$ cat src/rtl/timer_sound_mixer.sv
// Box-filter decimator and mixer for the three timer outputs plus the beeper.
// Counts high levels per tce tick over a window of DECIM ticks and emits one 8-bit PCM sample per window.
module timer_sound_mixer #(
  parameter int LOG2_DECIM = 6
) (
  input  logic       clk,
  input  logic       rst_n,
  input  logic       tce,
  input  logic [2:0] tout,
  input  logic       beeper,
  input  logic [3:0] mute,
  output logic [7:0] sample,
  output logic       sample_valid,
  output logic       clip,
  input  logic       clip_clr
);

  localparam int DECIM = 2**LOG2_DECIM;
  localparam int AW    = LOG2_DECIM + 1;
  localparam int SW    = LOG2_DECIM + 3;
  localparam int SHIFT = LOG2_DECIM - 6;

  logic [3:0]            src;
  logic [AW-1:0]         acc_q [4];
  logic [AW-1:0]         acc_d [4];
  logic [LOG2_DECIM-1:0] tcnt_q, tcnt_d;
  logic [7:0]            sample_q, sample_d;
  logic                  valid_q, valid_d;
  logic                  clip_q, clip_d;
  logic                  close;
  logic [SW-1:0]         sum;
  logic [SW-1:0]         scaled;

  function automatic logic over_range(input logic [SW-1:0] v);
    return v > SW'(255);
  endfunction

  function automatic logic [7:0] sat8(input logic [SW-1:0] v);
    return over_range(v) ? 8'hFF : v[7:0];
  endfunction

  assign src = {beeper, tout} & ~mute;

  always_comb begin
    close = tce && (tcnt_q == LOG2_DECIM'(DECIM - 1));
    // The closing tick's bits are folded into the sum, never into the accumulators.
    sum = '0;
    for (int i = 0; i < 4; i++) begin
      sum = sum + SW'(acc_q[i]) + SW'(src[i]);
    end
    scaled   = sum >> SHIFT;
    tcnt_d   = tcnt_q;
    sample_d = sample_q;
    valid_d  = 1'b0;
    clip_d   = clip_q & ~clip_clr;
    for (int i = 0; i < 4; i++) begin
      acc_d[i] = acc_q[i];
    end
    if (close) begin
      for (int i = 0; i < 4; i++) begin
        acc_d[i] = '0;
      end
      tcnt_d   = '0;
      sample_d = sat8(scaled);
      valid_d  = 1'b1;
      if (over_range(scaled)) clip_d = 1'b1;
    end else if (tce) begin
      for (int i = 0; i < 4; i++) begin
        acc_d[i] = acc_q[i] + AW'(src[i]);
      end
      tcnt_d = tcnt_q + 1'b1;
    end
  end

  always_ff @(posedge clk or negedge rst_n) begin
    if (!rst_n) begin
      for (int i = 0; i < 4; i++) begin
        acc_q[i] <= '0;
      end
      tcnt_q   <= '0;
      sample_q <= 8'h00;
      valid_q  <= 1'b0;
      clip_q   <= 1'b0;
    end else begin
      for (int i = 0; i < 4; i++) begin
        acc_q[i] <= acc_d[i];
      end
      tcnt_q   <= tcnt_d;
      sample_q <= sample_d;
      valid_q  <= valid_d;
      clip_q   <= clip_d;
    end
  end

  assign sample       = sample_q;
  assign sample_valid = valid_q;
  assign clip         = clip_q;

endmodule
$ cat config.mk
export PLATFORM = sky130hd
export DESIGN_NAME = timer_sound_mixer
export DESIGN_NICKNAME = d
export VERILOG_FILES = /design/src/rtl/timer_sound_mixer.sv
export SDC_FILE = /design/constraint.sdc
export NUM_CORES = 1
export LEC_CHECK = 0
export BUFFER_PORTS_ARGS = -buffer_cell sky130_fd_sc_hd__buf_2
export CAP_MARGIN = 20
export CELL_PAD_IN_SITES_DETAIL_PLACEMENT = 0
export CELL_PAD_IN_SITES_GLOBAL_PLACEMENT = 1
export CORE_MARGIN = 5
export CORE_UTILIZATION = 51
export DETAILED_ROUTE_END_ITERATION = 6
export PLACE_DENSITY = 0.82
export SLEW_MARGIN = 20
export SYNTH_ARGS = -nofsm -noshare
export SYNTH_HDL_FRONTEND = slang
export SYNTH_SLANG_ARGS = --single-unit
$ cat constraint.sdc
create_clock -name clk -period 5.5 [get_ports clk]
set_input_delay 1.65 -clock clk [delete_from_list [all_inputs] [get_ports clk]]
set_output_delay 1.65 -clock clk [all_outputs]
set_load 0.01 [all_outputs]
# == After elaboration in Yosys (flattened, before gate mapping) ==
# Cells that the tools add are included.
# op_classes
magnitude_cmp,1
shift,0
n_bitwise,4
add_sub_neg,12
n_reduce_logical,2
n_eq_ne,1
muxes,8
div_mod_pow,0
n_mul,0
# op_table
cell,n
$mux W28,2
$add A7 B1 Y7,4
$add A9 B1 Y9,3
$add A9 B7 Y9,2
$mux W6,2
$add A8 B7 Y9,1
$gt A9 B8 Y1 const B,1
$add A7 B1 Y8,1
$mux W8,1
$add A6 B1 Y6 const B,1
$eq A6 B6 Y1 const B,1
$and A4 B4 Y4,1
$not A4 Y4,1
$mux W1,3
$reduce_bool A2 Y1,1
$and A1 B1 Y1,1
$logic_and A1 B1 Y1,1
$not A1 Y1,1
# word_totals
mem_bits_rw,0
out_inout_bits,10
reg_bits,44
n_memories,0
romBits,0
wordCells,36
latch_bits,0

# == Logic depth before layout (Yosys ltp) ==
# Gate-level depths: netlist of run 1.
# depth
ltp_word,12
mapped_depth,13
mapped_depth_nobuf,13

# == Worst setup path after synthesis of run 1 ==
# OpenSTA, ideal clock, no wires.
# synth_path
path_kind,input -> register
start,in tout[0]
end,reg sample_q[2] (netlist: sample[2])
path_slack_ns,0.547
stages,13
required_time_ns,5.356
n_path_buf,0
arrival_ns,4.809
cell_sequence,nor2b_1 > inv_1 > fa_1 > fa_1 > fa_1 > inv_1 > ha_1 > fa_1 > nand3_1 > and2_4 > nor4b_1 > nor4_4 > a31oi_1
# synth_between
elab_chain_cells,10
# synth_rtl
element,line_no,source
from (decl),9,"input logic [2:0] tout,"
$and A4 B4 Y4 (*),42,"assign src = {beeper, tout} & ~mute;"
$add A7 B1 Y8 (*),49,sum = sum + SW'(acc_q[i]) + SW'(src[i]);
$add A8 B7 Y9 (*),49,
$add A9 B1 Y9 (*),49,
$add A9 B7 Y9 (*),49,
$add A9 B1 Y9 (*),49,
$add A9 B7 Y9 (*),49,
$add A9 B1 Y9 (*),49,
$gt A9 B8 Y1,35,return v > SW'(255);
$mux W8 (*),39,return over_range(v) ? 8'hFF : v[7:0];
to (signal assigned),89,sample_q <= sample_d;
to (decl),27,"logic [7:0] sample_q, sample_d;"
# Every way passes the cells marked *; elsewhere a longest branch is shown, timed or not.
# A chain may end at the register's enable or synchronous reset.

# == Worst setup path after layout of run 1 ==
# layout_path
start,in mute[0]
end,reg sample_q[3] (netlist: sample[3])
# layout_between
elab_chain_cells,11
# layout_rtl
element,line_no,source
from (decl),11,"input logic [3:0] mute,"
$not A4 Y4 (*),42,
$and A4 B4 Y4 (*),42,
$add A7 B1 Y8 (*),49,
$add A8 B7 Y9 (*),49,
$add A9 B1 Y9 (*),49,
$add A9 B7 Y9 (*),49,
$add A9 B1 Y9 (*),49,
$add A9 B7 Y9 (*),49,
$add A9 B1 Y9 (*),49,
$gt A9 B8 Y1,35,
$mux W8 (*),39,
# Marked as above.

==> qor.yml, run 1 <==
place_congestion: 0.772
drc: 0
finalWirelength_um: 5560
reg2reg_from: "acc_q[2]"
grt_antenna_before_repair: 0
hold_ws_ps: 508
drt_first_iter_violations: 90
synth.distinct_cells: 36
yosysSeqAreaShare_pct: 38.3
crit_chain: "buf_2 -> nor2b_1 -> inv_1 -> fa_1 -> fa_1 -> fa_1 -> inv_1 -> ha_1 -> fa_1 -> nand3_1 -> and2_4 -> nor4b_1 -> nor4_4 -> a31oi_1"
status: "completed"
worstPathMaxFanout: 9
numPortBuffers: 21
dieWidth_um: 85.1
synth_fp_nets: 353
dieArea_um2: 7230
std_cell_rows: 27
cp.arrival_ps: 5130
gr-usage-all-layers_pct: 16.8
ios: 22
clk_pin_slew_ps: 90
crit_top_cell: "fa_1"
layout.nets: 374
endpoint_kind: "flip-flop"
hold_viol: 0
grt-ovfl-total: 0
start_util_pct: 52.2
die_y_um: 85.1
vias_per_cell: 5.34
ys_async_sr_fraction_pct: 100
synth_area_um2: 2870
fin_area_um2: 3150
post-cts-setup-buffers: 0
required_ps: 5660
grt_pass1_wl_um: 9800
clkLatencyLatePin_ps: 300
vias: 2111
fmax_mhz: 201
core_area_um2: 5510
relSlewSlack_pct: 59.8
min_path_type: "flip-flop to flip-flop"
synth_top_cell_by_area: "dfrtp_1"
slew_violations: 0
setup_violations: 0
slowest_stage: "fa_1"
drive_above_1_share_pct: 10.5
hp-start: "tcnt_q[4]"
slowest_delay_ps: 550
cts_sinks: 44
ys_ff_latch: 44
area_growth_pct: 9.49
tritoncts: "yes"
grt_max_degree: 45
timing_worst_slew_pin_value_ps: 599
fin_crit_ps: 4970
synth_area_leaders: "dfrtp_1 38%, fa_1 11%, ha_1 10%"
wire_per_inst_um: 14.1
diodes: 0
crit_type: "primary input to flip-flop"
cts_made_buffers: 5
rsz0062_at_grt: "no"
hpwl_um: 4140
cts_resized: 0
post_dp_cell_area_um2: 3050
crit_path_start_kind: "primary input"
final-instance-count-excl-fill: 395
cts_hold_buffers: 0
max_cap_viol_count: 0
synth_edf_count: 0
cts_max_level: 2
cts_max_path_buffers: 2
tns_ps: 0
placed_cells: 387
cts_root_buf: "clkbuf_8"
syn_area_per_cell_um2: 9.54
synth_cells: 301
first_pass_iters: 4
ys.flop_type: "dfrtp_1"
synth_top_area_share_pct: 38.3
drtAntennaViolNets: 0
grt_pass1_vias: 2085
crit_path_start: "mute[0]"
yosys_warnings: 0
clock_skew_ps: 7.08
finalCritPeriodShare_pct: 90.3
-- final cells by class --
cell class                 count  area, um^2
fill                         513        2360
multi-input combinational    202        1560
sequential                    44        1100
inverter                      46         173
timing repair buffer          23         123
tap                           72        90.1
clock buffer                   6        82.6
clock inverter                 2        15.0
-- cell usage after synthesis, types with 2 or more instances --
cell type,instances
dfrtp_1,44
nor2b_1,2
a21oi_1,19
clkbuf_1,3
buf_1,3
nand2b_1,2
fa_1,16
nand2_1,15
nand4_1,11
xor2_1,8
a211oi_1,2
nand3_1,12
ha_1,24
inv_1,45
o21ai_0,21
a21o_1,2
nor3_1,4
or3_1,8
and4_1,2
a31oi_1,6
xnor2_1,12
nor2_1,25
buf_2,2
-- routing by layer --
metal	part of all wire (%)	wire length [um]	track usage (%)
met1	49	2730	23.6
met2	46	2580	26.3
met3	3.5	192	3.11
met4	1.2	65	5.61
met5	0	0	0
-- worst max-delay path, delay by kind of cell --
| family | cells | cell delay, ps |
|---|---|---|
| fa+ha+maj | 5 | 2080 |
| simple gates | 5 | 1020 |
| buf+inv | 3 | 210 |
| compound gates | 1 | 160 |
-- worst paths after layout --
path                            slack (ps)  depth (start not counted)   endpoint
worst max-delay path                   530                         14  sample[3]
worst min-delay path                   510                          1  tcnt_q[4]
worst max register to register        1880                         11  sample[3]
worst min register to register         510                          1  tcnt_q[4]
max in group asynchronous             3760                          1  acc_q[23]
min in group asynchronous             1350                          1  acc_q[27]
-- stage by stage --
step	setup slack, ps	utilization [%]
2_1_floorplan	547	-
3_3_place_gp	266	55.3
3_5_place_dp	188	55.3
4_1_cts	524	57.1
5_1_grt	322	57.1
6_report	531	57.1
-- registers in the layout (all words and copies together), names as in the netlist --
| signal | count |
|---|---|
| sample_valid | 1 |
| tcnt_q | 6 |
| clip | 1 |
| acc_q | 28 |
| sample | 8 |
-- kinds of logic (layout without fill, tap and decap cells) --
logic type	count (synthesis)	in the layout	share of synthesized area [%]
DFF	44	44	38.3
xor gates and xnor gates	20	20	6.10
and+or+nand+nor	87	87	15.7
AOI/OAI and AO/OA	53	53	10.2
muxes	2	2	0.740
buffers and inverters	55	77	7.32
adders and majority gates	40	40	21.6
-- layout by cell type (no fill, tap or decap), drive strengths merged --
master	count
a211oi	2
xnor2	12
dfrtp	44
nand2	15
mux2	1
nor2b	2
fa	16
nor2	25
inv	45
clkinvlp	2
xor2	8
ha	24
nand3	12
o21bai	1
nand3b	1
nor4	2
or3	8
o21ai	21
buf	23
mux2i	1
nand2b	2
o2111a	1
nor3	4
a21o	2
a31oi	6
clkinv	1
nand4	11
nor4b	1
and2	1
and4	2
a21oi	19
nor3b	1
clkbuf	6
o22ai	1
Power of run 1 is not shown: default switching activity piles up to over one toggle a cycle in this logic, so the estimate is an artifact.
==> inputs of run 2 (changes only) <==
CORE_UTILIZATION = 47   (was 51)
PLACE_DENSITY = 0.76   (was 0.82)
clock period = 5.2 ns   (was 5.5 ns; I/O delays follow)
==> qor.yml, run 2 (same netlist as run 1, synthesis figures left out) <==
status: "completed"
tns_ps: 0
ios: 22
crit_top_cell: "fa_1"
regArea_um2: 1100
grt_pass1_wl_um: 9580
crit_chain: "buf_2 -> nor2b_1 -> inv_1 -> fa_1 -> fa_1 -> fa_1 -> inv_1 -> ha_1 -> fa_1 -> nand3_1 -> and2_4 -> nor4b_1 -> nor4_4 -> buf_4 -> a31oi_1"
post-cts-setup-buffers: 0
fin_crit_ps: 4760
grt_antenna_before_repair: 0
multiInputGateArea_um2: 1560
grt-ovfl-total: 0
cts_hold_buffers: 0
largest_reg_flops: 28
slowest_stage: "fa_1"
post_dp_cell_area_um2: 3060
dieWidth_um: 88.2
grt_max_degree: 45
required_ps: 5370
relSlewSlack_pct: 61.0
placed_cells: 391
layout.nets: 375
drtAntennaViolNets: 0
cts_sinks: 44
endpoint_kind: "flip-flop"
dieArea_um2: 7780
final-instance-count-excl-fill: 399
cp.arrival_ps: 4930
wire_per_inst_um: 13.4
core_area_um2: 5920
min_path_type: "flip-flop to flip-flop"
vias: 2065
regMostFlops: "acc_q"
area_growth_pct: 10.7
clock_skew_ps: 10.6
first_pass_iters: 4
start_util_pct: 48.5
fin_area_um2: 3180
slowest_delay_ps: 550
cts_resized: 0
vias_per_cell: 5.18
numPortBuffers: 21
diodes: 0
max_cap_viol_count: 0
rsz0062_at_grt: "no"
cts_made_buffers: 5
hpwl_um: 3920
final_common_cell: "inv_1"
place_congestion: 0.764
cts_max_path_buffers: 2
cts_root_buf: "clkbuf_8"
hold_viol: 0
tritoncts: "yes"
drc: 0
crit_type: "primary input to flip-flop"
finalWirelength_um: 5330
grt_pass1_vias: 2129
final_cell_mix: "45 x inv_1, 44 x dfrtp_1, 25 x nor2_1, 24 x ha_1, 21 x o21ai_0"
fmax_mhz: 210
slew_violations: 0
finalCritPeriodShare_pct: 91.5
gr-usage-all-layers_pct: 15.9
final_util_pct: 53.7
timing_worst_slew_pin_value_ps: 584
clkLatencyLatePin_ps: 300
drt_first_iter_violations: 96
std_cell_rows: 28
clk_pin_slew_ps: 80
fillers: 552
die_y_um: 88.2
worstPathMaxFanout: 9
crit_path_start_kind: "primary input"
cts_max_level: 2
drive_above_1_share_pct: 10.8
setup_violations: 0
==> run 2: layout make-up <==
| class | instances | share of cell area [%] |
|---|---|---|
| Clock buffer | 6 | 2.60 |
| Sequential cell | 44 | 34.6 |
| Timing Repair Buffer | 24 | 4.09 |
| Multi-Input combinational cell | 202 | 49.1 |
| Tap cell | 75 | 2.95 |
| Clock inverter | 2 | 1.22 |
| Inverter | 46 | 5.43 |
==> run 2: final timing paths <==
check                      startpoint  cells past startpoint   endpoint  slack, ps
min reg2reg                 tcnt_q[4]                      1  tcnt_q[4]        500
min                         tcnt_q[4]                      1  tcnt_q[4]        500
max reg2reg                  acc_q[2]                     12  sample[2]       1770
max                           mute[0]                     15  sample[3]        440
max in group asynchronous       rst_n                      1  acc_q[24]       3550
min in group asynchronous       rst_n                      1  sample[0]       1250
==> run 2: worst max-delay path, delay by kind of cell <==
kind	cells	cell delay, ps
AOI/OAI and AO/OA	1	90
and+or+nand+nor	5	760
buffers and inverters	4	420
adders and majority gates	5	2070
==> run 2: per-stage QoR <==
stage | hold WS (ps) | setup slack [ps]
2_1_floorplan | 451 | 337
3_3_place_gp | 471 | 202
3_5_place_dp | 482 | 109
4_1_cts | 499 | 434
5_1_grt | 525 | 215
6_report | 501 | 440
==> run 2: per-layer routing <==
layer  GRT usage [%]  up-vias  routed length (um)
met5               0        -                   0
met4            6.18        0                 101
met3            2.82        6                 117
met2            25.9       17                2470
met1            21.0      996                2640
li1                -     1046                   -
Power of run 2 is left out for the same reason.
